--- src/rtl/trace_pkg.sv ---
// Shared types for the write-back trace monitor.
//  trace_entry_t : one captured retire event {seq, pc, rd, data}
//  halt_state_t  : two-state halt FSM encoding
//  sat_add16     : saturating 16-bit add used by the drop counter
package trace_pkg;
  localparam int TRACE_SEQ_W = 16;
  // Entry data/PC width; the monitor's XLEN parameter must match this.
  localparam int TRACE_XLEN  = 32;

  typedef struct packed {
    logic [TRACE_SEQ_W-1:0] seq;
    logic [TRACE_XLEN-1:0]  pc;
    logic [4:0]             rd;
    logic [TRACE_XLEN-1:0]  data;
  } trace_entry_t;

  typedef enum logic {ST_RUN = 1'b0, ST_HALT = 1'b1} halt_state_t;

  function automatic logic [15:0] sat_add16(input logic [15:0] a, input logic [15:0] b);
    logic [16:0] s;
    s = {1'b0, a} + {1'b0, b};
    return s[16] ? 16'hFFFF : s[15:0];
  endfunction
endpackage

--- src/rtl/trace_fifo.sv ---
// Trace FIFO: DEPTH entries, up to NCH in-order pushes and one pop per cycle.
//  clk, rst     : clock, synchronous active-high reset (empties the FIFO)
//  push         : per-lane push strobes; caller guarantees popcount <= free
//  push_entry   : per-lane entries, written in lane order
//  pop          : remove head (ignored when empty)
//  head_valid   : FIFO non-empty
//  head         : entry at read pointer (from registered storage)
//  count        : current occupancy
// DEPTH must be a power of two >= 2 so pointers wrap naturally.
module trace_fifo
  import trace_pkg::*;
#(
  parameter int NCH   = 1,
  parameter int DEPTH = 16
) (
  input  logic                       clk,
  input  logic                       rst,
  input  logic [NCH-1:0]             push,
  input  trace_entry_t [NCH-1:0]     push_entry,
  input  logic                       pop,
  output logic                       head_valid,
  output trace_entry_t               head,
  output logic [$clog2(DEPTH):0]     count
);
  localparam int AW = $clog2(DEPTH);

  trace_entry_t  mem [DEPTH];
  logic [AW-1:0] wptr, rptr;
  logic [AW-1:0] widx [NCH];
  logic [AW:0]   npush;
  logic          do_pop;

  assign head_valid = (count != '0);
  assign head       = mem[rptr];
  assign do_pop     = pop && head_valid;

  // Pushing lanes are packed into consecutive slots starting at wptr.
  always_comb begin
    npush = '0;
    for (int i = 0; i < NCH; i++) begin
      widx[i] = wptr + npush[AW-1:0];
      if (push[i]) npush = npush + (AW+1)'(1);
    end
  end

  always_ff @(posedge clk) begin
    for (int i = 0; i < NCH; i++)
      if (push[i]) mem[widx[i]] <= push_entry[i];
  end

  always_ff @(posedge clk) begin
    if (rst) begin
      wptr  <= '0;
      rptr  <= '0;
      count <= '0;
    end else begin
      wptr  <= wptr + npush[AW-1:0];
      if (do_pop) rptr <= rptr + AW'(1);
      count <= count + npush - {{AW{1'b0}}, do_pop};
    end
  end
endmodule

--- src/rtl/wb_trace_monitor.sv ---
// Write-back retire trace monitor.
//  clk, rst      : clock, synchronous active-high reset
//  enable        : capture enable (0 freezes capture, counters, watchdog)
//  wb_valid/rd/data/pc : NCH retire channels, ch0 oldest
//  trc_valid/ready/entry : trace drain port (FIFO head)
//  retire_cnt    : retires accepted (wraps)
//  drop_cnt      : events lost to a full FIFO (saturating)
//  overflow, timeout, halted : sticky status flags
module wb_trace_monitor
  import trace_pkg::*;
#(
  parameter int XLEN        = 32,
  parameter int NCH         = 1,
  parameter int DEPTH       = 16,
  parameter int TIMEOUT_CYC = 500,
  parameter int HALT_REPEAT = 4,
  parameter int FILTER_X0   = 1
) (
  input  logic                      clk,
  input  logic                      rst,
  input  logic                      enable,
  input  logic [NCH-1:0]            wb_valid,
  input  logic [NCH-1:0][4:0]       wb_rd,
  input  logic [NCH-1:0][XLEN-1:0]  wb_data,
  input  logic [NCH-1:0][XLEN-1:0]  wb_pc,
  output logic                      trc_valid,
  input  logic                      trc_ready,
  output trace_entry_t              trc_entry,
  output logic [31:0]               retire_cnt,
  output logic [15:0]               drop_cnt,
  output logic                      overflow,
  output logic                      timeout,
  output logic                      halted
);
  localparam int AW = $clog2(DEPTH);
  localparam int RW = $clog2(HALT_REPEAT + 1);

  halt_state_t            state;
  logic                   capture, any_ret;
  logic [NCH-1:0]         enq;
  trace_entry_t [NCH-1:0] ent;
  logic [AW:0]            fcount, free, n_enq;
  logic [15:0]            n_ret, n_drop, seq;
  logic [XLEN-1:0]        hi_pc, last_pc;
  logic [RW-1:0]          rep_cnt, rep_nxt;
  logic [31:0]            idle_cnt;

  // Free slots come from the occupancy before this cycle's pop, so a
  // same-cycle drain never makes room for a same-cycle push.
  always_comb begin
    capture = enable && (state == ST_RUN);
    free    = (AW+1)'(DEPTH) - fcount;
    n_ret   = '0;
    n_drop  = '0;
    n_enq   = '0;
    enq     = '0;
    ent     = '0;
    any_ret = 1'b0;
    hi_pc   = last_pc;
    for (int i = 0; i < NCH; i++) begin
      ent[i].seq  = seq + n_ret;
      ent[i].pc   = wb_pc[i];
      ent[i].rd   = wb_rd[i];
      ent[i].data = wb_data[i];
      if (capture && wb_valid[i]) begin
        n_ret   = n_ret + 16'd1;
        any_ret = 1'b1;
        hi_pc   = wb_pc[i];
        // x0 writes still count as retires and consume a seq number.
        if (!(FILTER_X0 != 0 && wb_rd[i] == 5'd0)) begin
          if (n_enq < free) begin
            enq[i] = 1'b1;
            n_enq  = n_enq + (AW+1)'(1);
          end else begin
            n_drop = n_drop + 16'd1;
          end
        end
      end
    end
    rep_nxt = (hi_pc == last_pc) ? rep_cnt + RW'(1) : RW'(1);
  end

  always_ff @(posedge clk) begin
    if (rst) begin
      state      <= ST_RUN;
      seq        <= '0;
      retire_cnt <= '0;
      drop_cnt   <= '0;
      overflow   <= 1'b0;
      timeout    <= 1'b0;
      idle_cnt   <= '0;
      last_pc    <= '0;
      rep_cnt    <= '0;
    end else begin
      case (state)
        ST_RUN: if (enable) begin
          seq        <= seq + n_ret;
          retire_cnt <= retire_cnt + 32'(n_ret);
          drop_cnt   <= sat_add16(drop_cnt, n_drop);
          if (n_drop != '0) overflow <= 1'b1;
          if (any_ret) begin
            idle_cnt <= '0;
            last_pc  <= hi_pc;
            rep_cnt  <= rep_nxt;
            if (rep_nxt == RW'(HALT_REPEAT)) state <= ST_HALT;
          end else begin
            idle_cnt <= idle_cnt + 32'd1;
            if (idle_cnt == 32'(TIMEOUT_CYC - 1)) timeout <= 1'b1;
          end
        end
        // Only reset leaves HALT; the watchdog is held here.
        ST_HALT: ;
        default: state <= ST_RUN;
      endcase
    end
  end

  assign halted = (state == ST_HALT);

  trace_fifo #(.NCH(NCH), .DEPTH(DEPTH)) u_fifo (
    .clk        (clk),
    .rst        (rst),
    .push       (enq),
    .push_entry (ent),
    .pop        (trc_valid && trc_ready),
    .head_valid (trc_valid),
    .head       (trc_entry),
    .count      (fcount)
  );
endmodule
--- config.mk ---
export PLATFORM = sky130hd
export DESIGN_NAME = wb_trace_monitor
export DESIGN_NICKNAME = d
export VERILOG_FILES = /design/src/rtl/trace_pkg.sv /design/src/rtl/trace_fifo.sv /design/src/rtl/wb_trace_monitor.sv
export SDC_FILE = /design/constraint.sdc
export NUM_CORES = 1
export LEC_CHECK = 0
export CORE_ASPECT_RATIO = 0.9
export CORE_MARGIN = 10
export CORE_UTILIZATION = 43
export CTS_CLUSTER_SIZE = 12
export DETAILED_ROUTE_END_ITERATION = 10
export PLACE_DENSITY = 0.62
export SLEW_MARGIN = 5
export SYNTH_ARGS = -nofsm -noshare
export SYNTH_HDL_FRONTEND = slang
export SYNTH_SLANG_ARGS = --single-unit
--- constraint.sdc ---
create_clock -name clk -period 14.6 [get_ports clk]
set_clock_uncertainty 0.1 [all_clocks]
set_input_delay 2.92 -clock clk [delete_from_list [all_inputs] [get_ports clk]]
set_output_delay 2.92 -clock clk [all_outputs]
set_load 0.05 [all_outputs]
==> metrics.txt, run 1 <==
DR WL/cell 27.6 um; Post-Synth Simple-Gate Area 3.44%; commonest non-fill, non-tap cells in the layout edfxtp_1 (1360), mux4_2 (425), clkdlybuf4s50_1 (209); setup_tns 0 ns; Reg-to-Reg Start halted; synthesized area 57900 um^2; postcts setup bufs 0; final hold violation count 0; critical path endpoint category primary output; H-tree depth 4; # hold bufs at CTS 0; Critical Path Start Type flip-flop; post_cts resized 0; share of cells above drive strength 1 22.3%; Final Setup Violations 0; status finished with violations; most common cell after layout, fill and taps aside edfxtp_1; HP Class reg2reg; final hold slack 0.361 ns; Leak 20.3 nW; CTS tree yes; drt initial violations 2632; GRT Util Overall 17.9%; failing checks max-slew violations; Die Width 407 um; antenna violations before repair 16; FMAX 122 MHz; Synth Area in Compound Gates 0.988%; setup ws final 6.39 ns; IO buf count 210; drt first pass iters 5; core area 133000 um^2; Synth warnings 0; starting density of the core 43.3%; post-synthesis adder-cell area fraction 0.467%; DRT antenna net count 0; clock-pin slew on the worst setup and hold paths 0.06 ns; crit path max fanout 108; #FFs+latches synth 1511; final period utilization 56.2%; pin count of the biggest net entering global routing 181; count of different cell masters after synthesis 47; final WL 134000 um; maxcap violations 0; Least-Margin Pin Slew 1.60 ns; detailed-route via count 27900; critical path arrival 5.19 ns; die height 368 um; full die area 150000 um^2; fill count 10500; post-layout minimum cycle time 8.21 ns; nets@finish 3112; GR Overflow Total 0; count of final max-slew check failures 64; post-synthesis mux area share 16.6%; hold wc startpoint last_pc[22]; Mapped Cells 2735; number of vias per cell 5.74; pwr/cell area 161 nW/um^2; syn_nets 2830; Max VDD drop 106 uV; P&R area growth vs syn 15.4%; first-pass GRT wire length 198000 um; Num Clock Sinks 1511; Final Util 50.0%; routability cong. 0.758; sequential cell area fraction in the yosys report 75.8%; std cell rows 127; Crit Path Class reg2out; DP Wirelength 70200 um; DR DRC count 0; vias in the first global route 29300; Multi-input gate area 13400 um^2; Max clock buf depth 3; post-synthesis xor/xnor area fraction 1.53%; Num CTS Buffers 156; I/O Pins 211; slew margin rel. -6.84%; pre-CTS setup slack 7.04 ns; clock root cell clkbuf_16; largest family of logic cells by synthesized area multiplexers; RSZ-0062 raised after global routing no; worst-skew pair later-pin latency 0.79 ns; Avg Synthesized Cell Area 21.2 um^2; Data required, critical path 11.58 ns; FF+latch area 43900 um^2
==> per-layer routing <==
| metal | track usage (%) | share of wire (%) | wire (um) |
|---|---|---|---|
| met2 | 28.6 | 48 | 65000 |
| met5 | 0 | 0.12 | 168 |
| met4 | 4.68 | 2.0 | 2630 |
| met1 | 24.2 | 42 | 56100 |
| met3 | 5.11 | 7.9 | 10600 |
==> area by class of cell <==
class | count | share of cell area (%)
Clock inverter | 49 | 0.598
Clock buffer | 220 | 6.39
Inverter | 29 | 0.163
Multi-Input combinational cell | 1058 | 20.1
Timing Repair Buffer | 261 | 3.77
Sequential cell | 1511 | 65.7
Antenna cell | 2 | 0.00749
Tap cell | 1741 | 3.26
==> registers in the layout, indices dropped and copies added (netlist names), named ones only <==
register,count
u_fifo.rptr,4
rep_cnt,3
u_fifo.count,5
u_fifo.wptr,4
overflow,1
u_fifo.mem,1360
last_pc,32
halted,1
timeout,1
drop_cnt,16
retire_cnt,32
idle_cnt,32
seq,16
==> worst max-delay path, stage by stage (launching register included) <==
cell,delay (ns)
dfxtp_4,0.70
buf_4,0.91
buf_12,0.68
mux4_2,0.62
mux4_2,0.51
clkdlybuf4s50_1,0.73
==> where the power goes <==
| group | internal [W] | switching, W | leakage [nW] | total [W] |
|---|---|---|---|---|
| clock | 0.00207 | 0.00159 | 2.26 | 0.00366 |
| combinational | 0.00102 | 0.00122 | 4.41 | 0.00224 |
| sequential | 0.00479 | 0.0000603 | 13.6 | 0.00485 |
| total | 0.00788 | 0.00287 | 20.3 | 0.0107 |
==> path summary, 6_finish.rpt <==
kind / endpoint / slack [ns] / depth (start not counted)
worst min register to register: last_pc[22] / 0.36 / 2
worst max-delay path: trc_entry[54] / 6.39 / 5
worst max register to register: u_fifo.mem[7][11] / 10.53 / 9
worst min-delay path: last_pc[22] / 0.36 / 2
==> kinds of logic after synthesis <==
group,after synthesis
mux,428
simple gates,403
compound gates,105
buf+inv,166
fa+ha+maj,21
flops,1511
xor+xnor,101
==> cell usage after synthesis, drive strengths merged <==
cell / instances / area (um^2)
nor4: 27 / 175
ha: 20 / 250
o21ai: 17 / 85.1
or3: 17 / 106
o22ai: 2 / 12.5
nand4: 34 / 213
o2111a: 1 / 11.3
or2: 2 / 12.5
mux2: 1 / 11.3
and2: 6 / 37.5
or4: 3 / 22.5
a22o: 1 / 8.76
and4b: 2 / 20.0
nand2b: 10 / 62.6
nor3b: 2 / 15.0
nor3: 26 / 130
mux4: 425 / 9570
nand3b: 2 / 15.0
a221o: 1 / 10.0
and3b: 1 / 8.76
fa: 1 / 20.0
nor4b: 1 / 8.76
inv: 29 / 109
edfxtp: 1360 / 40800
a21oi: 73 / 365
nor2: 103 / 387
nand2: 109 / 409
a31oi: 3 / 18.8
mux2i: 2 / 20.0
xnor2: 69 / 604
nor2b: 10 / 62.6
nand3: 31 / 168
and3: 4 / 25.0
and4: 13 / 114
clkbuf: 89 / 334
o2111ai: 1 / 8.76
dfxtp: 151 / 3020
a31o: 5 / 43.8
o21bai: 1 / 7.51
buf: 48 / 235
xor2: 32 / 280
==> through the flow <==
stage / std cells / power, W / cell area (um^2)
after floorplan: 2735 / 0.00656 / 57900
after CTS: 4869 / 0.0109 / 66800
after global placement: 4600 / 0.00719 / 62100
after global routing: 4870 / 0.0112 / 66800
final: 4871 / 0.0107 / 66800
after detailed placement: 4600 / 0.00722 / 62100
Power figures use the tool's default switching activity.
==> run 2, diff against run 1 <==
==> constraint.sdc (replaced) <==
create_clock -name clk -period 7.7 [get_ports clk]
set_clock_uncertainty 0.1 [all_clocks]
set_input_delay 1.54 -clock clk [delete_from_list [all_inputs] [get_ports clk]]
set_output_delay 1.54 -clock clk [all_outputs]
set_load 0.05 [all_outputs]
==> run 2 against run 1 <==
Net effect: routed wire length decreased by 0.54%; largest cell class unchanged; worst setup slack got worse by 4.7 ns; the flow now finishes without violations; sequential power increased by 90%; critical endpoint is now trc_entry[63].
==> metrics.txt, run 2 (synthesis results as in run 1) <==
status finished, final reports clean; register share of total power 45.1% (about the same); FMAX 168 MHz; P&R area growth vs syn 15.9%; Leak 20.3 nW (+0.28%); crit path max fanout 41 (-62%); DRT antenna net count 0 (unchanged); nets@finish 3120 (+0.26%); Reg-to-Reg Start halted; Inst Count DP 4608 (+0.17%); DR WL/cell 27.4 um (-0.66%); Internal 0.0149 W (+90%); post-layout minimum cycle time 5.97 ns; most common cell after layout, fill and taps aside edfxtp_1; GR Overflow Total 0 (unchanged); post_cts resized 0 (unchanged); critical path endpoint category primary output; slew margin rel. 27.3% (+34 points); maxcap violations 0 (unchanged); Max clock buf depth 3 (unchanged); fill count 10500 (-0.22%); Critical Path Start Type flip-flop; Die Width 407 um (unchanged); Least-Margin Pin Slew 1.09 ns (-0.512 ns); die height 368 um (unchanged); pwr/cell area 305 nW/um^2 (+89%); worst-skew pair later-pin latency 0.78 ns (about the same); DR DRC count 0 (unchanged); std cell rows 127 (unchanged); max reg flops 1360 (unchanged); Data required, critical path 6.06 ns (-5.52 ns); H-tree depth 4 (unchanged); r2r worst-path depth 11 (+2); final period utilization 77.5%; Num Clock Sinks 1511 (unchanged); hold path cells 2 (unchanged); Crit Path Class reg2out; Num CTS Buffers 156 (unchanged); core area 133000 um^2 (unchanged); Logic pwr share 20.8% (about the same); DP Wirelength 71300 um (+1.6%); Clock power frac 34.1% (about the same); Power Total 0.0204 W (+90%); routability cong. 0.798 (+5.3%); commonest non-fill, non-tap cells in the layout edfxtp_1 (1360), mux4_2 (425), clkdlybuf4s50_1 (209); RSZ-0062 raised after global routing no; clock-pin slew on the worst setup and hold paths 0.06 ns (about the same); drt first pass iters 7 (+2); final WL 134000 um (-0.54%); starting density of the core 43.3% (unchanged); setup_tns 0 ns (unchanged); drt initial violations 2280 (-13%); share of cells above drive strength 1 22.5% (+0.22 points); antenna violations before repair 14 (-2); # hold bufs at CTS 0 (unchanged); vias in the first global route 29600 (+0.97%); detailed-route via count 27900 (-0.22%); Final Setup Violations 0 (unchanged); I/O Pins 211 (unchanged); postcts setup bufs 0 (unchanged); Layout Cells excl Fill 4877 (+0.12%); Switching Fraction 26.9% (+0.25 points); reg-to-reg endpoint retire_cnt[28]; number of vias per cell 5.72 (-0.34%); clock root cell clkbuf_16; GRT Util Overall 17.9% (about the same); CTS tree yes; Max VDD drop 176 uV (+65%); IO buf count 210 (unchanged); final hold violation count 0 (unchanged); first-pass GRT wire length 199000 um (+0.25%); HP Class reg2reg; critical path arrival 4.33 ns (-0.86 ns); count of final max-slew check failures 0 (-100%); CP endpoint trc_entry[63]; full die area 150000 um^2 (unchanged); switching power 0.00551 W (+92%); pin count of the biggest net entering global routing 112 (-38%); Worst R2R Setup Slack 3.70 ns (-6.83 ns)
==> run 2: worst min-delay path by stage <==
stage                        to        start
finish               rep_cnt[1]   rep_cnt[1]
floorplan            rep_cnt[1]   rep_cnt[1]
detailed placement   last_pc[8]   last_pc[8]
global placement     rep_cnt[1]   rep_cnt[1]
CTS                  last_pc[8]   last_pc[8]
global route        last_pc[30]  last_pc[30]
==> run 2: critical path, stage by stage, from the launching register on <==
cell             delay [ns]
dfxtp_4                0.97
buf_4                  0.63
mux4_2                 0.57
mux4_2                 0.58
clkdlybuf4s50_1        0.76
==> run 2: layout make-up <==
type | instances | area [um^2] | area share, %
sequential | 1511 | 43900 | 65.4
multi-input combinational | 1058 | 13500 | 20.1
clock buffer | 214 | 4180 | 6.24
timing repair buffer | 269 | 2720 | 4.05
tap | 1741 | 2180 | 3.25
clock inverter | 52 | 513 | 0.765
inverter | 29 | 109 | 0.162
antenna | 3 | 7.51 | 0.0112
==> run 2: power by group through the flow <==
stage	sequential, W	combinational (W)	clock, W
2_1_floorplan	0.00929	0.00314	0
3_3_place_gp	0.00939	0.00429	0
3_5_place_dp	0.00940	0.00434	0
4_1_cts	0.00923	0.00435	0.00715
5_1_grt	0.00924	0.00450	0.00748
6_report	0.00922	0.00425	0.00697
==> run 2: per-layer routing <==
layer / share of wire [%] / vias up / GRT usage (%)
met3: 6.2 / 198 / 3.87
met4: 2.0 / 20 / 5.09
met1: 42 / 15000 / 23.8
met2: 50 / 870 / 29.6
li1: - / 11800 / -
met5: 0.10 / - / 0
==> run 2: per-stage QoR <==
step	hold WS, ns	instance area (um^2)	utilization [%]	worst slack (ns)
2_1_floorplan	0.336	57900	-	0.666
3_3_place_gp	0.342	62300	46.7	2.05
3_5_place_dp	0.359	62300	46.7	1.94
4_1_cts	0.368	67000	50.2	1.58
5_1_grt	0.388	67000	50.2	1.47
6_report	0.365	67000	50.2	1.73
